===== config.mk =====
export PLATFORM = sky130hd
export DESIGN_NAME = msx_slot_select
export DESIGN_NICKNAME = d
export VERILOG_FILES = /design/src/rtl/msx_slot_select_pkg.sv /design/src/rtl/msx_wr_once.sv /design/src/rtl/msx_slot_select.sv
export SDC_FILE = /design/constraint.sdc
export NUM_CORES = 1
export LEC_CHECK = 0
export ABC_AREA = 1
export BUFFER_PORTS_ARGS = -buffer_cell sky130_fd_sc_hd__buf_2
export CORE_AREA = 2 2 76 78
export CTS_BUF_LIST = sky130_fd_sc_hd__clkbuf_4
export CTS_CLUSTER_SIZE = 20
export DETAILED_ROUTE_END_ITERATION = 8
export DIE_AREA = 0 0 78 80
export PLACE_DENSITY = 0.8
export SYNTH_ARGS = -nofsm -noshare
export SYNTH_HDL_FRONTEND = slang
export SYNTH_SLANG_ARGS = --single-unit

===== constraint.sdc =====
create_clock -name clk -period 2.48 [get_ports clk]
set_input_delay 0.496 -clock clk [delete_from_list [all_inputs] [get_ports clk]]
set_output_delay 0.496 -clock clk [all_outputs]
set_load 0.05 [all_outputs]

===== src/rtl/msx_slot_select_pkg.sv =====
// Shared MSX constants and the write-qualifier state type.
package msx_slot_select_pkg;

    localparam logic [7:0]  MSX_PRIM_PORT = 8'hA8;
    localparam logic [15:0] MSX_EXP_ADDR  = 16'hFFFF;

    typedef enum logic {
        StIdle   = 1'b0,
        StWrHold = 1'b1
    } wr_state_e;

endpackage


===== src/rtl/msx_wr_once.sv =====
// Single-shot write qualifier: one update pulse per CPU write bus cycle.
module msx_wr_once
    import msx_slot_select_pkg::*;
(
    input  logic clk_i,
    input  logic rst_ni,
    input  logic req_i,
    input  logic wr_i,
    output logic fire_o
);

    wr_state_e state_q, state_d;

    always_ff @(posedge clk_i or negedge rst_ni) begin
        if (!rst_ni) begin
            state_q <= StIdle;
        end else begin
            state_q <= state_d;
        end
    end

    always_comb begin
        state_d = state_q;
        fire_o  = 1'b0;
        case (state_q)
            StIdle: begin
                if (req_i) begin
                    fire_o  = 1'b1;
                    state_d = StWrHold;
                end
            end
            StWrHold: begin
                // Wait for the strobe to drop so a held write is taken only once.
                if (!wr_i) begin
                    state_d = StIdle;
                end
            end
            default: state_d = StIdle;
        endcase
    end

endmodule


===== src/rtl/msx_slot_select.sv =====
// MSX primary slot register (I/O port) plus per-slot subslot expander registers.
module msx_slot_select
    import msx_slot_select_pkg::*;
#(
    parameter logic [7:0]  PRIM_PORT = MSX_PRIM_PORT,
    parameter logic [15:0] EXP_ADDR  = MSX_EXP_ADDR,
    parameter bit          INVERT_RB = 1'b1,
    parameter bit          REG_OUT   = 1'b1
) (
    input  logic        clk,
    input  logic        reset_n,
    input  logic [15:0] cpu_addr,
    input  logic [7:0]  cpu_dout,
    input  logic        cpu_wr,
    input  logic        cpu_rd,
    input  logic        cpu_mreq,
    input  logic        cpu_iorq,
    input  logic        cpu_m1,
    input  logic [3:0]  expander_en,
    input  logic [3:0]  expander_mask,
    output logic [7:0]  cpu_din,
    output logic [1:0]  active_slot,
    output logic [1:0]  subslot,
    output logic [5:0]  layout_id,
    output logic        exp_unmapped,
    output logic [7:0]  prim_reg
);

    logic [7:0] prim_q;
    logic [7:0] sub_q [4];

    logic [1:0] page;
    logic [1:0] sub_comb;
    logic [5:0] layout_comb;
    logic       bus_ok;
    logic       prim_sel, exp_sel;
    logic       prim_wr, exp_wr, prim_rd, exp_rd;
    logic       wr_fire;

    assign page        = cpu_addr[15:14];
    assign active_slot = prim_q[{page, 1'b0} +: 2];
    assign sub_comb    = expander_en[active_slot] ? sub_q[active_slot][{page, 1'b0} +: 2] : 2'b00;
    assign layout_comb = {active_slot, sub_comb, page};
    assign prim_reg    = prim_q;

    // EXP_ADDR lies in a fixed page, so active_slot here is that page's primary slot.
    assign prim_sel = cpu_iorq & ~cpu_m1 & (cpu_addr[7:0] == PRIM_PORT);
    assign exp_sel  = cpu_mreq & (cpu_addr == EXP_ADDR) & expander_en[active_slot]
                    & expander_mask[active_slot];
    assign bus_ok   = ~(cpu_mreq & cpu_iorq);

    assign prim_wr = bus_ok & prim_sel & cpu_wr;
    assign exp_wr  = bus_ok & exp_sel & cpu_wr;
    assign prim_rd = prim_sel & cpu_rd;
    assign exp_rd  = exp_sel & cpu_rd;

    msx_wr_once u_wr_once (
        .clk_i  (clk),
        .rst_ni (reset_n),
        .req_i  (prim_wr | exp_wr),
        .wr_i   (cpu_wr),
        .fire_o (wr_fire)
    );

    always_ff @(posedge clk or negedge reset_n) begin
        if (!reset_n) begin
            prim_q <= 8'h00;
            for (int i = 0; i < 4; i++) begin
                sub_q[i] <= 8'h00;
            end
        end else begin
            if (wr_fire && prim_wr) begin
                prim_q <= cpu_dout;
            end
            if (wr_fire && exp_wr) begin
                sub_q[active_slot] <= cpu_dout;
            end
        end
    end

    // Idle value is all ones so other bus sources can be ANDed in.
    always_comb begin
        cpu_din      = 8'hFF;
        exp_unmapped = 1'b0;
        if (prim_rd) begin
            cpu_din = prim_q;
        end else if (exp_rd) begin
            cpu_din      = INVERT_RB ? ~sub_q[active_slot] : sub_q[active_slot];
            exp_unmapped = 1'b1;
        end
    end

    if (REG_OUT) begin : g_reg_out
        logic [1:0] subslot_q;
        logic [5:0] layout_q;

        always_ff @(posedge clk or negedge reset_n) begin
            if (!reset_n) begin
                subslot_q <= 2'b00;
                layout_q  <= 6'd0;
            end else begin
                subslot_q <= sub_comb;
                layout_q  <= layout_comb;
            end
        end

        assign subslot   = subslot_q;
        assign layout_id = layout_q;
    end else begin : g_comb_out
        assign subslot   = sub_comb;
        assign layout_id = layout_comb;
    end

endmodule


---- Yosys cells after proc, flatten, opt, wreduce, memory -nomap -nowiden ----
Cells that the tools add are included.
storage, ports and cells
  logic and storage cells ................. 55
  bits of input ports ..................... 39
  register bits ........................... 49
cells by class
  equal/unequal tests ..................... 2
  shift-type cells ........................ 2
  magnitude comparators ................... 3
  muxes and demuxes ....................... 19
  reductions and logical operators ........ 3
  bitwise logic cells ..................... 18
operator list
  kind                                                                          number
  8-bit 2-to-1 mux                                                              5
  32-bit bitwise mux                                                            1
  8-bit binary-select mux with 2-bit select                                     1
  8-bit demux with 2-bit select                                                 1
  16-bit equality test, second input constant                                   1
  8-bit by 4-bit variable part select with 2-bit output                         2
  1-bit AND                                                                     12
  8-bit equality test, second input constant                                    1
  8-bit inverter                                                                1
  1-bit 2-to-1 mux                                                              7
  1-bit binary-select mux with 2-bit select                                     2
  3-bit greater-or-equal comparator, second input constant                      1
  1-bit logical AND                                                             3
  2-bit by 3-bit less-than comparator with 1-bit output, second input constant  1
  3-bit by 1-bit less-than comparator with 1-bit output, second input constant  1
  1-bit inverter                                                                3
  2-bit inverter with 3-bit output                                              1
  2-bit 2-to-1 mux                                                              1
  1-bit one-hot mux with 2 select lines                                         1
  1-bit bitwise OR                                                              1

---- Logic depth before layout (Yosys ltp) ----
  word-level depth ........................ 11
  mapped depth ............................ 15

---- Hierarchy ----
Synthesis repeated with hierarchy kept, for this count alone.
unflattened totals
  cell total of the unflattened synthesis .. 349
  area, all modules ....................... 2668.8 um^2
modules (own cells, without submodules)
  module           cells each  times used  area an instance (um^2)  sequential area each (um^2)
  msx_slot_select  343         1           2620.0                   1151.1
  msx_wr_once      6           1           48.8                     25.0

---- Least setup slack after synthesis ----
OpenSTA, ideal clock, no wires.
  path type ............................... register to output
  from .................................... register prim_q[3], in the netlist prim_reg[3]
  to ...................................... output port exp_unmapped
  setup slack ............................. -1.007 ns
  required time ........................... 1.984 ns
  stages on the path, launching flop included .. 9
  arrival time ............................ 2.991 ns
  cells stage by stage .................... dfrtp_1 nand2_1 nand3_1 nand2_4 inv_2 nand3_2 nand2_2 nor2_4 nor4_1
on the way
  longest elaborated chain between the ends .. 8
  elaborated cells on any way between the ends .. 10
  classes of those cells .................. 1 x shift; 6 x mux; 3 x bitwise
ends and longest elaborated chain
  item                                                       line                   text
  from (decl)                                                msx_slot_select.sv:29  logic [7:0] prim_q;
  from (signal assigned)                                     msx_slot_select.sv:73  prim_q <= cpu_dout;
  8-bit by 4-bit variable part select with 2-bit output (*)  msx_slot_select.sv:41  assign active_slot = prim_q[{page, 1'b0} +: 2];
  via active_slot[1]                                         msx_slot_select.sv:22  output logic [1:0] active_slot,
  1-bit binary-select mux with 2-bit select                  msx_slot_select.sv:48  assign exp_sel = cpu_mreq & (cpu_addr == EXP_ADDR) & expander_en[active_slot]
  1-bit 2-to-1 mux (implied by the code)                     msx_slot_select.sv:48
  1-bit AND                                                  msx_slot_select.sv:48
  1-bit AND (*)                                              msx_slot_select.sv:49  & expander_mask[active_slot];
  1-bit AND (*)                                              msx_slot_select.sv:55  assign exp_rd = exp_sel & cpu_rd;
  1-bit 2-to-1 mux (*)                                       msx_slot_select.sv:87  end else if (exp_rd) begin
  1-bit 2-to-1 mux (*)                                       msx_slot_select.sv:85  if (prim_rd) begin
  to (decl)                                                  msx_slot_select.sv:25  output logic exp_unmapped,
The timed path passes the listed nets; every way through them passes the cells marked *. The select of a mux whose other input is x is not followed.

---- Worst setup path in the final report ----
  from .................................... input port cpu_addr[14]
  to ...................................... output port cpu_din[5]
on the way
  longest elaborated chain between the ends .. 8
  elaborated cells on any way between the ends .. 17
  classes of those cells .................. 1 x eq/ne; 1 x shift; 9 x mux; 6 x bitwise
ends and longest elaborated chain
  item                                                                                                 line                                          text
  from (decl)                                                                                          msx_slot_select.sv:12                         input logic [15:0] cpu_addr,
  8-bit by 4-bit variable part select with 2-bit output                                                msx_slot_select.sv:41
  1-bit binary-select mux with 2-bit select or 2-bit inverter with 3-bit output (tied branches)        -
  1-bit 2-to-1 mux (implied by the code) or 8-bit binary-select mux with 2-bit select (tied branches)  -
  1-bit AND or 8-bit 2-to-1 mux (tied branches)                                                        msx_slot_select.sv:48, msx_slot_select.sv:88
  1-bit AND or 8-bit 2-to-1 mux (tied branches)                                                        msx_slot_select.sv:49, msx_slot_select.sv:88
  1-bit AND or 8-bit inverter (tied branches)                                                          msx_slot_select.sv:55, msx_slot_select.sv:88
  8-bit 2-to-1 mux (*)                                                                                 msx_slot_select.sv:87
  8-bit 2-to-1 mux (*)                                                                                 msx_slot_select.sv:85
  to (decl)                                                                                            msx_slot_select.sv:21                         output logic [7:0] cpu_din,
Mark *: on every way between the ends. The rest lies on a longest branch, timed or not. The select of a mux whose other input is x is not followed.

==> results.tsv <==
metric	value	unit
path_buf_inv	5	
grt_pass1_vias	3052	
ant_nets	0	
area_growth	36.2	%
synth-async-reset-ratio	1.00	
synth_area	2890	um2
hold_viol_final	0	
pwr_density_cell	424	nW/um2
timing.slew.headroom	0.612	
tns	-1310	ps
synth_ff_type	dfrtp_1	
std_cell_rows	27	
synth.top_cell.area_share	0.407	
period_needed	2640	ps
ff2ff_setup_slack	360	ps
cpLargestDelayFamily	simple AND/OR/NAND/NOR gates	
dp_hpwl	6130	um
tightest_slew	583	ps
antenna_found_initial	0	
synth_area_per_cell	7.32	um2
synth_top_area_cell	dfrtp_1	
path_cells	buf_2 -> inv_2 -> nand2_1 -> nand3_2 -> nand2_8 -> buf_4 -> nand3_2 -> nand2_2 -> nor2_4 -> nor2_4 -> nand3b_1 -> nand2_1 -> inv_1 -> buf_6	
hold_buffers	0	
synth_commonest_cells	nand2_1, dfrtp_1, inv_1, nand4_1, nor2_1	
worst_path_largest_cell_delay	210	ps
leakage	2.12	nW
reg2regPathDepth	13	
synth_cells	395	
r2r_start	prim_reg[2]	
arrival	2150	ps
final_max_slew_viol_count	0	
synth_cell_types	24	
cp_max_fo	8	
drt_iter0_drc	241	
grt_max_degree	34	
reg2reg_to	sub_q[19]	
route.vias.total	3161	
rsz0062_at_grt	true	
design_area	3940	um2
gp_congestion	0.970	
io_buffers	65	
dieArea	6240	um2
clkTransAtPathRegs	140	ps
grt_first_pass_wirelength	14400	um
seq_area_frac_synth	0.407	
critPathRequiredTime	1980	ps
synthTopCellsByArea	dfrtp_1, nand2_1, nand4_1	
drive_above_1_share	0.372	
root_buffer	clkbuf_4	
first_pass_iters	5	
skew	12.8	ps
preCtsSetupSlack	-108	ps
status	finished with violations	
coreArea	5410	um2
largest_reg_flops	32	
cp_slowest_cell	buf_2	
die_h	80	um
hold_class	in -> async	
period_share	1.07	
wirelength	8960	um
yosysMostFrequentCell	nand2_1	
gr-total-overflow	0	
grt_use_total	0.297	
path_class	in -> out	
hold_ws	106	ps
total_power	1.67	mW
yosys_register_bits	47	
start_kind	input pin	
setup_viol	9	
start_util	0.535	
cap_violations	0	
synth_edf_count	0	
remaining_drc_errors	0	
violations	negative setup slack	
wl_per_cell	15.5	um
die_x	78	um
endpoint_kind	output pin	
layout.nets	544	
place_area	3470	um2
diodes	0	
ys_warn_count	0	
io_pins	66	
syn-num-nets	434	
vias_per_cell	5.47	
cts_tree	built	
cts_buffers	5	
ir_drop	0.314	mV
clock_sinks	47	
fmax	378	MHz
worstSkewPairLatency	360	ps
clockBufferDepth	2	
fin_ws	-165	ps
htreeDepth	2	
==> repair_timing <==
action / 4_1_cts / 5_1_grt
gates cloned: 3 / 0
buffers inserted: 14 / 3
pin swaps: 18 / 11
setup endpoints to repair: 9 / 9
gates resized for setup: 45 / 19
==> cell usage in the layout (no fill, tap or decap), drive strengths merged <==
master / count
nor2: 29
or2: 1
nand4: 39
nand3: 25
nand2: 169
buf: 116
bufinv: 1
inv: 44
clkbuf: 7
dfrtp: 47
o21ai: 3
nor3b: 1
nand3b: 21
nor4: 1
clkinv: 1
nor3: 1
==> worst reg2reg max path, stage by stage, from the launching register on <==
cell	delay, ps
dfrtp_2	450
inv_2	70
nand2_2	60
nand3_4	130
nand2_8	130
nand2_1	90
nand2_1	60
nand2_2	90
nand3_4	120
nor2_4	170
buf_4	120
buf_4	290
nand4_1	150
nand2_1	110
==> metrics by stage <==
step                std cells   util
finish                    578  0.728
floorplan                 395      -
detailed placement        550  0.643
CTS                       575  0.711
global placement          550  0.643
global route              578  0.728
==> where the power goes <==
group          switching [mW]  total [mW]  internal [mW]
sequential            0.00358       0.779          0.775
clock                   0.243       0.479          0.236
combinational           0.264       0.409          0.146
==> per-layer routing <==
metal	vias up	GRT usage	wire length, um
met5	-	0	0
met3	39	0.0520	699
met4	0	0.123	354
li1	1498	-	-
met2	169	0.509	4400
met1	1455	0.370	3500
==> final cells by class <==
cell class                 count  area [um2]
inverter                      45         184
tap                           72        90.1
clock buffer                   7        52.6
sequential                    47        1190
timing repair buffer         116         808
multi-input combinational    290        1590
clock inverter                 1        30.0
fill                         420        1470
==> kinds of logic after synthesis <==
family          synth area share
compound gates           0.00519
buf+inv                    0.103
flops                      0.407
simple gates               0.484
==> worst max-delay path by stage <==
| stage | start | slack (ps) | cells after the start | end |
|---|---|---|---|---|
| floorplan | prim_reg[6] | 40 | 13 | cpu_din[4] |
| global placement | cpu_addr[14] | -80 | 12 | cpu_din[4] |
| detailed placement | cpu_addr[14] | -110 | 14 | cpu_din[5] |
| CTS | prim_reg[0] | -110 | 13 | cpu_din[5] |
| global route | prim_reg[2] | -300 | 13 | cpu_din[5] |
| finish | cpu_addr[14] | -160 | 14 | cpu_din[5] |
No activity file was read; power rests on OpenSTA's default activity.
